`src/rtl/uart_bus_bridge.sv`:
```
`default_nettype none
// ============================================================================
// Module      : uart_bus_bridge
// Description : Serial-command bus master. Parses 'W'/'R' frames from the
//               UART receiver, runs one bus cycle, replies via the transmitter.
//               Optional ack timeout: define UART_BRIDGE_TIMEOUT_EN.
// Revision    : 1.0 - initial release
// ============================================================================
module uart_bus_bridge #(
   parameter int ADDR_W  = 32,
   parameter int DATA_W  = 32,
   parameter int TIMEOUT = 1023
) (
   input  logic              clk,
   input  logic              rst,
   input  logic [7:0]        rx_data_i,
   input  logic              rx_valid_i,
   output logic [7:0]        tx_data_o,
   output logic              tx_start_o,
   input  logic              tx_busy_i,
   output logic [ADDR_W-1:0] bus_addr_o,
   output logic [DATA_W-1:0] bus_data_o,
   input  logic [DATA_W-1:0] bus_data_i,
   output logic              bus_select_o,
   output logic              bus_we_o,
   input  logic              bus_ack_i,
   output logic              busy_o,
   output logic              rx_drop_o
);

   localparam int         c_cnt_w      = 8;
   localparam int         c_addr_bytes = ADDR_W / 8;
   localparam int         c_data_bytes = DATA_W / 8;
   localparam logic [7:0] c_cmd_write  = 8'h57;
   localparam logic [7:0] c_cmd_read   = 8'h52;
   localparam logic [7:0] c_rsp_ok     = 8'h4B;
   localparam logic [7:0] c_rsp_tmo    = 8'hEE;

   typedef enum logic [2:0] {
      S_IDLE  = 3'd0,
      S_ADDR  = 3'd1,
      S_WDATA = 3'd2,
      S_BUS   = 3'd3,
      S_RESP  = 3'd4
   } state_t;

   state_t               r_state;
   state_t               w_state_nxt;
   logic [c_cnt_w-1:0]   r_cnt;
   logic                 r_is_write;
   logic                 r_timed_out;
   logic [ADDR_W-1:0]    r_addr;
   logic [DATA_W-1:0]    r_data;
   logic                 r_sel;
   logic                 r_we;
   logic [7:0]           r_tx_data;
   logic                 r_tx_start;
   logic                 r_tx_pending;
   logic                 r_tx_seen;
   logic                 r_rx_drop;

   logic                 w_is_cmd;
   logic                 w_addr_last;
   logic                 w_data_last;
   logic                 w_resp_last;
   logic                 w_tx_done;
   logic                 w_cnt_inc;
   logic                 w_timeout;
   logic [7:0]           w_resp_byte;

`ifdef UART_BRIDGE_TIMEOUT_EN
   localparam int c_to_w = $clog2(TIMEOUT + 1);
   logic [c_to_w-1:0] r_to_cnt;

   always_ff @(posedge clk) begin
      if (rst || r_state != S_BUS) begin
         r_to_cnt <= '0;
      end else begin
         r_to_cnt <= r_to_cnt + 1'b1;
      end
   end

   assign w_timeout = (r_state == S_BUS) && !bus_ack_i &&
                      (r_to_cnt == c_to_w'(TIMEOUT - 1));
`else
   logic [31:0] w_unused_timeout;
   assign w_unused_timeout = TIMEOUT;
   assign w_timeout        = 1'b0;
`endif

   assign w_is_cmd    = (rx_data_i == c_cmd_write) || (rx_data_i == c_cmd_read);
   assign w_addr_last = (r_cnt == c_cnt_w'(c_addr_bytes - 1));
   assign w_data_last = (r_cnt == c_cnt_w'(c_data_bytes - 1));
   assign w_tx_done   = r_tx_pending && r_tx_seen && !tx_busy_i;
   assign w_resp_last = (r_timed_out || r_is_write) ? 1'b1 : w_data_last;
   assign w_cnt_inc   = (((r_state == S_ADDR) || (r_state == S_WDATA)) && rx_valid_i) ||
                        ((r_state == S_RESP) && w_tx_done);

   // Read data is shifted left after each byte, so the MSB byte is always next.
   assign w_resp_byte = r_timed_out ? c_rsp_tmo :
                        r_is_write  ? c_rsp_ok  : r_data[DATA_W-1 -: 8];

   always_ff @(posedge clk) begin
      if (rst) begin
         r_state <= S_IDLE;
      end else begin
         r_state <= w_state_nxt;
      end
   end

   always_comb begin
      w_state_nxt = r_state;
      case (r_state)
         S_IDLE: begin
            if (rx_valid_i && w_is_cmd) w_state_nxt = S_ADDR;
         end
         S_ADDR: begin
            if (rx_valid_i && w_addr_last) w_state_nxt = r_is_write ? S_WDATA : S_BUS;
         end
         S_WDATA: begin
            if (rx_valid_i && w_data_last) w_state_nxt = S_BUS;
         end
         S_BUS: begin
            if (bus_ack_i || w_timeout) w_state_nxt = S_RESP;
         end
         S_RESP: begin
            if (w_tx_done && w_resp_last) w_state_nxt = S_IDLE;
         end
         default: w_state_nxt = S_IDLE;
      endcase
   end

   always_ff @(posedge clk) begin
      if (rst) begin
         r_cnt        <= '0;
         r_is_write   <= 1'b0;
         r_timed_out  <= 1'b0;
         r_addr       <= '0;
         r_data       <= '0;
         r_sel        <= 1'b0;
         r_we         <= 1'b0;
         r_tx_data    <= '0;
         r_tx_start   <= 1'b0;
         r_tx_pending <= 1'b0;
         r_tx_seen    <= 1'b0;
         r_rx_drop    <= 1'b0;
      end else begin
         r_tx_start <= 1'b0;
         r_rx_drop  <= rx_valid_i && ((r_state == S_BUS) || (r_state == S_RESP));

         if (w_state_nxt != r_state) begin
            r_cnt <= '0;
         end else if (w_cnt_inc) begin
            r_cnt <= r_cnt + 1'b1;
         end

         case (r_state)
            S_IDLE: begin
               if (rx_valid_i && w_is_cmd) begin
                  r_is_write  <= (rx_data_i == c_cmd_write);
                  r_timed_out <= 1'b0;
               end
            end
            S_ADDR: begin
               if (rx_valid_i) begin
                  r_addr <= (r_addr << 8) | ADDR_W'(rx_data_i);
                  if (w_addr_last && !r_is_write) begin
                     r_sel <= 1'b1;
                     r_we  <= 1'b0;
                  end
               end
            end
            S_WDATA: begin
               if (rx_valid_i) begin
                  r_data <= (r_data << 8) | DATA_W'(rx_data_i);
                  if (w_data_last) begin
                     r_sel <= 1'b1;
                     r_we  <= 1'b1;
                  end
               end
            end
            S_BUS: begin
               if (bus_ack_i) begin
                  r_sel <= 1'b0;
                  r_we  <= 1'b0;
                  if (!r_is_write) r_data <= bus_data_i;
               end else if (w_timeout) begin
                  r_sel       <= 1'b0;
                  r_we        <= 1'b0;
                  r_timed_out <= 1'b1;
               end
            end
            S_RESP: begin
               if (!r_tx_pending) begin
                  if (!tx_busy_i && !r_tx_start) begin
                     r_tx_start   <= 1'b1;
                     r_tx_data    <= w_resp_byte;
                     r_tx_pending <= 1'b1;
                     r_tx_seen    <= 1'b0;
                  end
               end else begin
                  if (tx_busy_i) r_tx_seen <= 1'b1;
                  if (w_tx_done) begin
                     r_tx_pending <= 1'b0;
                     if (!r_is_write && !r_timed_out) r_data <= r_data << 8;
                  end
               end
            end
            default: begin
               r_sel <= 1'b0;
               r_we  <= 1'b0;
            end
         endcase
      end
   end

   assign tx_data_o    = r_tx_data;
   assign tx_start_o   = r_tx_start;
   assign bus_addr_o   = r_addr;
   assign bus_data_o   = r_data;
   assign bus_select_o = r_sel;
   assign bus_we_o     = r_we;
   assign busy_o       = (r_state != S_IDLE);
   assign rx_drop_o    = r_rx_drop;

endmodule
`default_nettype wire
```
`config.mk`:
```
export PLATFORM = sky130hd
export DESIGN_NAME = uart_bus_bridge
export DESIGN_NICKNAME = d
export VERILOG_FILES = /design/src/rtl/uart_bus_bridge.sv
export SDC_FILE = /design/constraint.sdc
export NUM_CORES = 1
export LEC_CHECK = 0
export BUFFER_PORTS_ARGS = -buffer_cell sky130_fd_sc_hd__buf_2
export CORE_ASPECT_RATIO = 2
export CORE_MARGIN = 1.5
export CORE_UTILIZATION = 50
export CTS_CLUSTER_SIZE = 30
export DETAILED_ROUTE_END_ITERATION = 7
export PLACE_DENSITY = 0.77
export SLEW_MARGIN = 20
export SYNTH_ARGS = -nofsm -noshare
export SYNTH_HDL_FRONTEND = slang
export SYNTH_SLANG_ARGS = --single-unit
```
`constraint.sdc`:
```
create_clock -name clk -period 6.1 [get_ports clk]
set_clock_uncertainty 0.15 [all_clocks]
set_input_delay 0.61 -clock clk [delete_from_list [all_inputs] [get_ports clk]]
set_output_delay 0.61 -clock clk [all_outputs]
set_load 0.1 [all_outputs]
```
[Yosys cells after proc, flatten, opt, wreduce, memory -nomap -nowiden]
Cells that the tools add are included.
W data, S select, Z words.
Word-level totals
  register bits after elaboration: 90
  output and inout bits: 77
  logic and storage cells: 97
Operators by class
  $add $sub $neg: 1
  equal/unequal tests: 18
  multiplexer cells: 31
  bitwise logic cells: 5
  reductions and logical operators: 30
Operators by type and width (count)
  $mux W32: 6
  $pmux W32 S3: 1
  $or A32 B8 Y32: 2
  $eq A8 B7 Y1 const B: 2
  $ne A2 B2 Y1 const B: 8
  $mux W1: 15
  $mux W3: 5
  $pmux W3 S5: 1
  $logic_and A1 B1 Y1: 10
  $add A8 B1 Y8 const B: 1
  $eq A8 B2 Y1 const B: 1
  $mux W8: 1
  $pmux W1 S4: 2
  $reduce_and A7 Y1: 1
  $eq A3 B2 Y1 const B: 2
  $reduce_and A3 Y1: 2
  $reduce_and A6 Y1: 1
  $reduce_bool A3 Y1: 2
  $logic_or A1 B1 Y1: 4
  $ne A2 B1 Y1 const B: 2
  $reduce_and A2 Y1: 2
  $reduce_or A2 Y1: 2
  $eq A3 B1 Y1 const B: 1
  $eq A3 B3 Y1 const B: 1
  6 further kinds: 10

[Depth between registers and ports, before layout]
Gate-level depths: netlist of the first run.
  depth in word-level cells: 7
  mapped depth: 7
  depth with buffers taken out: 5

[Worst setup path after synthesis of the first run]
OpenSTA, ideal clock, no wires.
  path kind: reg-to-output
  start: register r_state[0]
  end: output port busy_o
  data arrival time: 1.591 ns
  setup slack: 3.749 ns
  cell stages (with the launch flop): 4
  cell sequence: dfxtp_1 > buf_2 > buf_1 > or3_1
Between the ends
  longest elaborated chain between the ends: 1
RTL lines
  start, declared: line 47  | state_t r_state;
  start signal, assigned: line 107  | r_state <= w_state_nxt;
  $reduce_bool A3 Y1: line 223  | assign busy_o = (r_state != S_IDLE);
  end, declared: line 27  | output logic busy_o,
Every way passes these cells.

[Worst setup path after layout of the first run]
  start: register r_state[2]
  end: register r_cnt[5]
Between the ends
  longest elaborated chain between the ends: 4
  elaborated cells between the ends (all ways): 17
  classes of those cells: eq/ne (5); mux (6); reduce/logical (6)
RTL lines
  $eq A3 B3 Y1 (tied with other cells): line 97, 113
  $pmux W3 S5 or $logic_or A1 B1 Y1 (tied branches): line 113, 96
  $ne A3 B3 Y1 or $logic_and A1 B1 Y1 (tied branches): line 151, 96
  $reduce_or A2 Y1 (no line) or $logic_or A1 B1 Y1 (tied branches)
  end signal, assigned: line 154  | r_cnt <= r_cnt + 1'b1;
  end, declared: line 49  | logic [c_cnt_w-1:0] r_cnt;
Parallel ways exist; a longest one is shown, timed or not.
A chain may end at the register's enable or synchronous reset.

==> results.py, run 1 <==
metrics = {
    "status": {
        "status": "finished, final reports clean",
    },
    "timing": {
        "tns_ns": 0,
        "slew_violations": 0,
        "fin_hold_ws_ns": 0.300,
        "hold_viol": 0,
        "rsz0062_at_grt": "no",
        "worstMarginPinSlew_ns": 0.747,
        "timing.fmax_mhz": 375,
        "relSlewSlack": 0.502,
        "fin_crit_sh": 0.437,
        "fin_crit_ns": 2.67,
        "setup_viol": 0,
    },
    "grt": {
        "grt_pass1_wl_um": 17600,
        "first_global_vias": 3806,
        "grt_usage": 0.249,
        "grt_max_degree": 68,
        "antenna_found_initial": 0,
        "grt.overflow.total": 0,
    },
    "synth": {
        "ys_warn_count": 0,
        "ys_types": 52,
        "synth_edf_count": 0,
        "ys.flop_type": "dfxtp_1",
        "synth.net_count": 573,
        "async_flop_share": 0,
        "postSynthCellCount": 527,
        "yosysSeqAreaShare": 0.426,
        "syn_avg_cell_area_um2": 8.03,
        "synthesis.area_mm2": 0.00423,
        "ys_seq_elements": 90,
    },
    "clock_tree": {
        "postCtsSetupBuffers": 0,
        "h-tree-depth": 3,
        "holdBufCountCts": 0,
        "cts_resized": 0,
        "cts-root-buf": "clkbuf_16",
        "cts_buffers": 9,
        "clkLatencyLatePin_ns": 0.35,
        "path_clk_slew_ns": 0.06,
        "clockBufferDepth": 2,
        "cts_sinks": 90,
        "cts_tree": "done",
    },
    "worst_setup_path": {
        "r2r-end": "r_cnt[5]",
        "critPathLaunch": "r_state[2]",
        "worstPathMaxFanout": 21,
        "worstPathArrival_ns": 2.78,
        "crit_slowest_cell": "dfxtp_1",
        "crit_path_end_kind": "flop",
        "r2r-start": "r_state[2]",
        "cpPeakStageDelay_ns": 0.76,
        "reg2reg_depth": 4,
        "cp_cell_sequence": "or3b_4 > o32a_1 > or4_4 > a211oi_2",
        "worst-r2r-setup-slack_ns": 3.43,
        "startpoint_type": "flop",
        "crit_path_end": "r_cnt[5]",
        "required_ns": 6.21,
        "criticalPathCategory": "reg -> reg",
    },
    "layout": {
        "final_cell_mix": "buf_2 (121), nand2_1 (106), dfxtp_1 (90)",
        "nets": 668,
        "multiInputGateArea_mm2": 0.00225,
        "area_delta_synth_final_pct": 21.5,
        "diodes": 0,
        "layout_commonest_cell": "buf_2",
        "fillers": 745,
        "drive_gt1_frac": 0.281,
        "seq_area_mm2": 0.00180,
    },
    "die": {
        "io_pins": 122,
        "rows": 47,
        "coreArea_mm2": 0.00823,
        "start_util": 0.514,
        "die_w_um": 68.1,
        "dieArea_mm2": 0.00906,
        "die_h_um": 133,
    },
    "drt": {
        "vias_per_cell": 5.71,
        "wl_per_cell_um": 15.4,
        "detail-route-antenna-nets": 0,
        "vias": 4135,
        "drcViolationCount": 0,
        "wl_um": 11100,
        "drt_pass1_iterations": 4,
        "drt_iter0_drc": 262,
    },
    "placement": {
        "hpwl_um": 7830,
        "gp_congestion": 0.880,
        "numPortBuffers": 121,
    },
    "worst_hold_path": {
        "min_path_type": "reg -> reg",
    },
    "pwr": {
        "peakVddDrop_mv": 0.194,
        "leakage_nw": 2.16,
        "powerDensity_mw_per_mm2": 235,
    },
    "flow_run": {
        "drv_cap": 0,
    },
}
[Yosys cell counts (2+ instances only)]
library cell | n | area (µm²)
nand4_1 | 5 | 31.3
or3_1 | 15 | 93.8
o31ai_1 | 3 | 22.5
o21a_1 | 2 | 15.0
buf_6 | 2 | 22.5
inv_1 | 3 | 11.3
xnor2_1 | 2 | 17.5
nand3b_1 | 2 | 15.0
buf_1 | 4 | 15.0
a31oi_1 | 2 | 12.5
nor3_1 | 11 | 55.1
nor2_1 | 17 | 63.8
nor4_2 | 2 | 25.0
buf_2 | 6 | 30.0
a211oi_1 | 7 | 52.6
a21oi_1 | 76 | 380
dfxtp_1 | 90 | 1800
clkbuf_1 | 32 | 120
nand2_1 | 106 | 398
o21ai_0 | 15 | 75.1
mux2i_1 | 9 | 90.1
mux2_2 | 25 | 282
o22ai_1 | 2 | 12.5
nand3_1 | 35 | 175
nor2b_1 | 25 | 156
nor3b_1 | 3 | 22.5
[sequential cells by signal (all words and copies together), names as in the netlist]
register / count
bus_addr_o: 32
bus_data_o: 32
r_cnt: 8
tx_data_o: 8
r_state: 3
bus_select_o: 1
bus_we_o: 1
r_is_write: 1
r_tx_pending: 1
r_tx_seen: 1
rx_drop_o: 1
tx_start_o: 1
[cell families after synthesis]
logic type | Yosys count | share of synthesized area
XOR/XNOR | 3 | 0.00621
AO/OA/AOI/OAI | 118 | 0.160
adder cells (fa/ha/maj) | 1 | 0.00295
multiplexers | 34 | 0.0878
buffers and inverters | 48 | 0.0479
AND/OR/NAND/NOR | 233 | 0.270
flip-flops | 90 | 0.426
[how the worst min path moves through the flow]
stage | from | to | slack, ns | depth (start not counted)
2_1_floorplan | r_cnt[7] | r_cnt[7] | 0.33 | 2
3_3_place_gp | bus_addr_o[25] | bus_addr_o[25] | 0.29 | 2
3_5_place_dp | bus_addr_o[29] | bus_addr_o[29] | 0.29 | 2
4_1_cts | bus_addr_o[29] | bus_addr_o[29] | 0.30 | 2
5_1_grt | bus_addr_o[14] | bus_addr_o[22] | 0.33 | 2
6_report | bus_addr_o[29] | bus_addr_o[29] | 0.30 | 2
[final cells by class]
class,instances,share of cell area
inverter,4,0.00292
tap,98,0.0238
sequential,90,0.350
clock inverter,3,0.0126
multi-input combinational,389,0.437
clock buffer,12,0.0460
timing repair buffer,128,0.128
[worst max-delay path, delay by kind of cell, from the launching register on]
family	cells	cell delay [ns]
compound gates	2	0.59
simple gates	2	1.08
flops	1	0.76
[report_power, final]
part	internal (W)	switching, W	leakage [nW]	total, W
registers	0.000588	0.000000236	0.724	0.000588
clock network	0.000356	0.000221	0.147	0.000578
logic	0.0000153	0.0000263	1.29	0.0000416
[metrics by stage]
| step | cells | setup slack [ns] | total power [W] | util | area [µm²] |
|---|---|---|---|---|---|
| 2_1_floorplan | 527 | 3.75 | 0.000621 | - | 4230 |
| 3_3_place_gp | 709 | 3.43 | 0.000641 | 0.588 | 4840 |
| 3_5_place_dp | 709 | 3.32 | 0.000642 | 0.588 | 4840 |
| 4_1_cts | 724 | 3.43 | 0.00121 | 0.625 | 5150 |
| 5_1_grt | 724 | 3.30 | 0.00124 | 0.625 | 5150 |
| 6_report | 724 | 3.43 | 0.00121 | 0.625 | 5150 |
[per-layer routing]
layer | track usage | part of all wire | vias up
met5 | 0 | 0 | -
met4 | 0.127 | 0.035 | 0
met3 | 0.0541 | 0.060 | 27
met2 | 0.425 | 0.51 | 150
met1 | 0.279 | 0.39 | 1936
li1 | - | - | 2022
(Power assumes the default switching activity.)
==> inputs of run 2 (changes only) <==
CORE_UTILIZATION = 47   (was 50)
PLACE_DENSITY = 0.76   (was 0.77)
clock period = 2.2 ns   (was 6.1 ns; I/O delays follow)
==> results.py, run 2 (synthesis gave the netlist of run 1 again) <==
metrics = {
    "clock_tree": {
        "path_clk_slew_ns": 0.06,
        "h-tree-depth": 3,
        "clkLatencyLatePin_ns": 0.34,
        "cts_buffers": 9,
        "cts_sinks": 90,
        "clockBufferDepth": 2,
        "postCtsSetupBuffers": 0,
        "cts-root-buf": "clkbuf_16",
        "cts_tree": "done",
    },
    "layout": {
        "layout_commonest_cell": "buf_2",
        "drive_gt1_frac": 0.306,
        "diodes": 0,
        "final_cell_mix": "buf_2 (120), nand2_1 (106), dfxtp_1 (89)",
        "area_delta_synth_final_pct": 26.0,
        "final_cells": 744,
        "nets": 685,
    },
    "grt": {
        "grt_pass1_wl_um": 18200,
        "grt_usage": 0.233,
        "antenna_found_initial": 0,
        "grt_max_degree": 55,
        "first_global_vias": 3820,
        "grt.overflow.total": 0,
    },
    "timing": {
        "timing.fmax_mhz": 491,
        "fin_crit_sh": 0.926,
        "slew_violations": 0,
        "setup_viol": 0,
        "hold_viol": 0,
        "fin_crit_ns": 2.04,
        "rsz0062_at_grt": "no",
        "relSlewSlack": 0.640,
        "tns_ns": 0,
        "worstMarginPinSlew_ns": 0.540,
    },
    "worst_setup_path": {
        "startpoint_type": "flop",
        "path_buf_inv": 2,
        "required_ns": 2.27,
        "cpPeakStageDelay_ns": 0.45,
        "worstPathMaxFanout": 32,
        "worstPathArrival_ns": 2.11,
        "crit_slowest_cell": "dfxtp_1",
        "critPathTopFamily": "buffers and inverters",
        "criticalPathCategory": "reg -> reg",
        "cp_cell_sequence": "buf_4 > nor3b_1 > a32o_1 > a22oi_2 > buf_12 > mux2_2",
        "crit_path_end_kind": "flop",
    },
    "die": {
        "coreArea_mm2": 0.00871,
        "io_pins": 122,
        "dieArea_mm2": 0.00962,
        "start_util": 0.486,
        "rows": 48,
        "die_w_um": 70.1,
        "die_h_um": 137,
    },
    "worst_hold_path": {
        "min_path_type": "in -> reg",
    },
    "pwr": {
        "peakVddDrop_mv": 0.412,
        "powerDensity_mw_per_mm2": 635,
        "leakage_nw": 2.27,
    },
    "placement": {
        "hpwl_um": 8040,
        "numPortBuffers": 121,
        "place_inst": 727,
        "gp_congestion": 0.921,
    },
    "drt": {
        "vias_per_cell": 5.58,
        "drt_iter0_drc": 289,
        "wl_per_cell_um": 15.0,
        "drt_pass1_iterations": 5,
        "vias": 4148,
        "drcViolationCount": 0,
        "detail-route-antenna-nets": 0,
        "wl_um": 11200,
    },
    "flow_run": {
        "drv_cap": 0,
    },
    "status": {
        "status": "finished, final reports clean",
    },
}
-- run 2: where the power goes --
| part | total, W | internal [W] | switching [W] |
|---|---|---|---|
| Sequential | 0.00163 | 0.00163 | 0.000000449 |
| Combinational | 0.000122 | 0.0000456 | 0.0000760 |
| Clock | 0.00163 | 0.00102 | 0.000613 |
-- run 2: timing repair --
| action | CTS | global route |
|---|---|---|
| hold endpoints to repair | 1 | 0 |
| gates resized for setup | 0 | 3 |
| endpoints found under the setup margin | 0 | 15 |
| hold buffers | 1 | 0 |
-- run 2: tightest hold or removal path, stage by stage --
cell and delay [ns]:
buf_2 0.12, nand2_1 0.05, a21oi_1 0.05
-- run 2: layout make-up --
type                            instances  area, µm²
Clock buffer                           11        243
Tap cell                              100        125
Clock inverter                          5       77.6
Multi-Input combinational cell        389       2250
Sequential cell                        90       1800
Timing Repair Buffer                  145        820
Fill cell                             760       3370
Inverter                                4       15.0
-- run 2: per-stage QoR --
step | util | hold WS [ns] | power [W] | instance area (µm²) | worst slack, ns
5_1_grt | 0.613 | 0.0178 | 0.00349 | 5340 | 0.0432
4_1_cts | 0.611 | 0.000706 | 0.00341 | 5330 | 0.0776
3_3_place_gp | 0.574 | 0.289 | 0.00178 | 4990 | 0.156
6_report | 0.613 | 0.0110 | 0.00339 | 5340 | 0.163
3_5_place_dp | 0.574 | 0.291 | 0.00178 | 4990 | 0.0798
2_1_floorplan | - | 0.206 | 0.00172 | 4230 | 0.0832
-- run 2: metal layers --
metal  routed length, µm  global-route usage  up-vias
li1                    -                   -     2060
met1                4350               0.269     1912
met2                5920               0.417      152
met3                 578              0.0432       24
met4                 320               0.101        0
met5                   0                   0        -
-- run 2: final timing paths --
kind	from	end	slack (ns)	cells after the start
max	r_state[0]	bus_data_o[21]	0.16	6
min	rx_data_i[5]	bus_addr_o[5]	0.01	3
max reg2reg	r_state[0]	bus_data_o[21]	0.16	6
min reg2reg	bus_addr_o[25]	bus_addr_o[25]	0.30	2
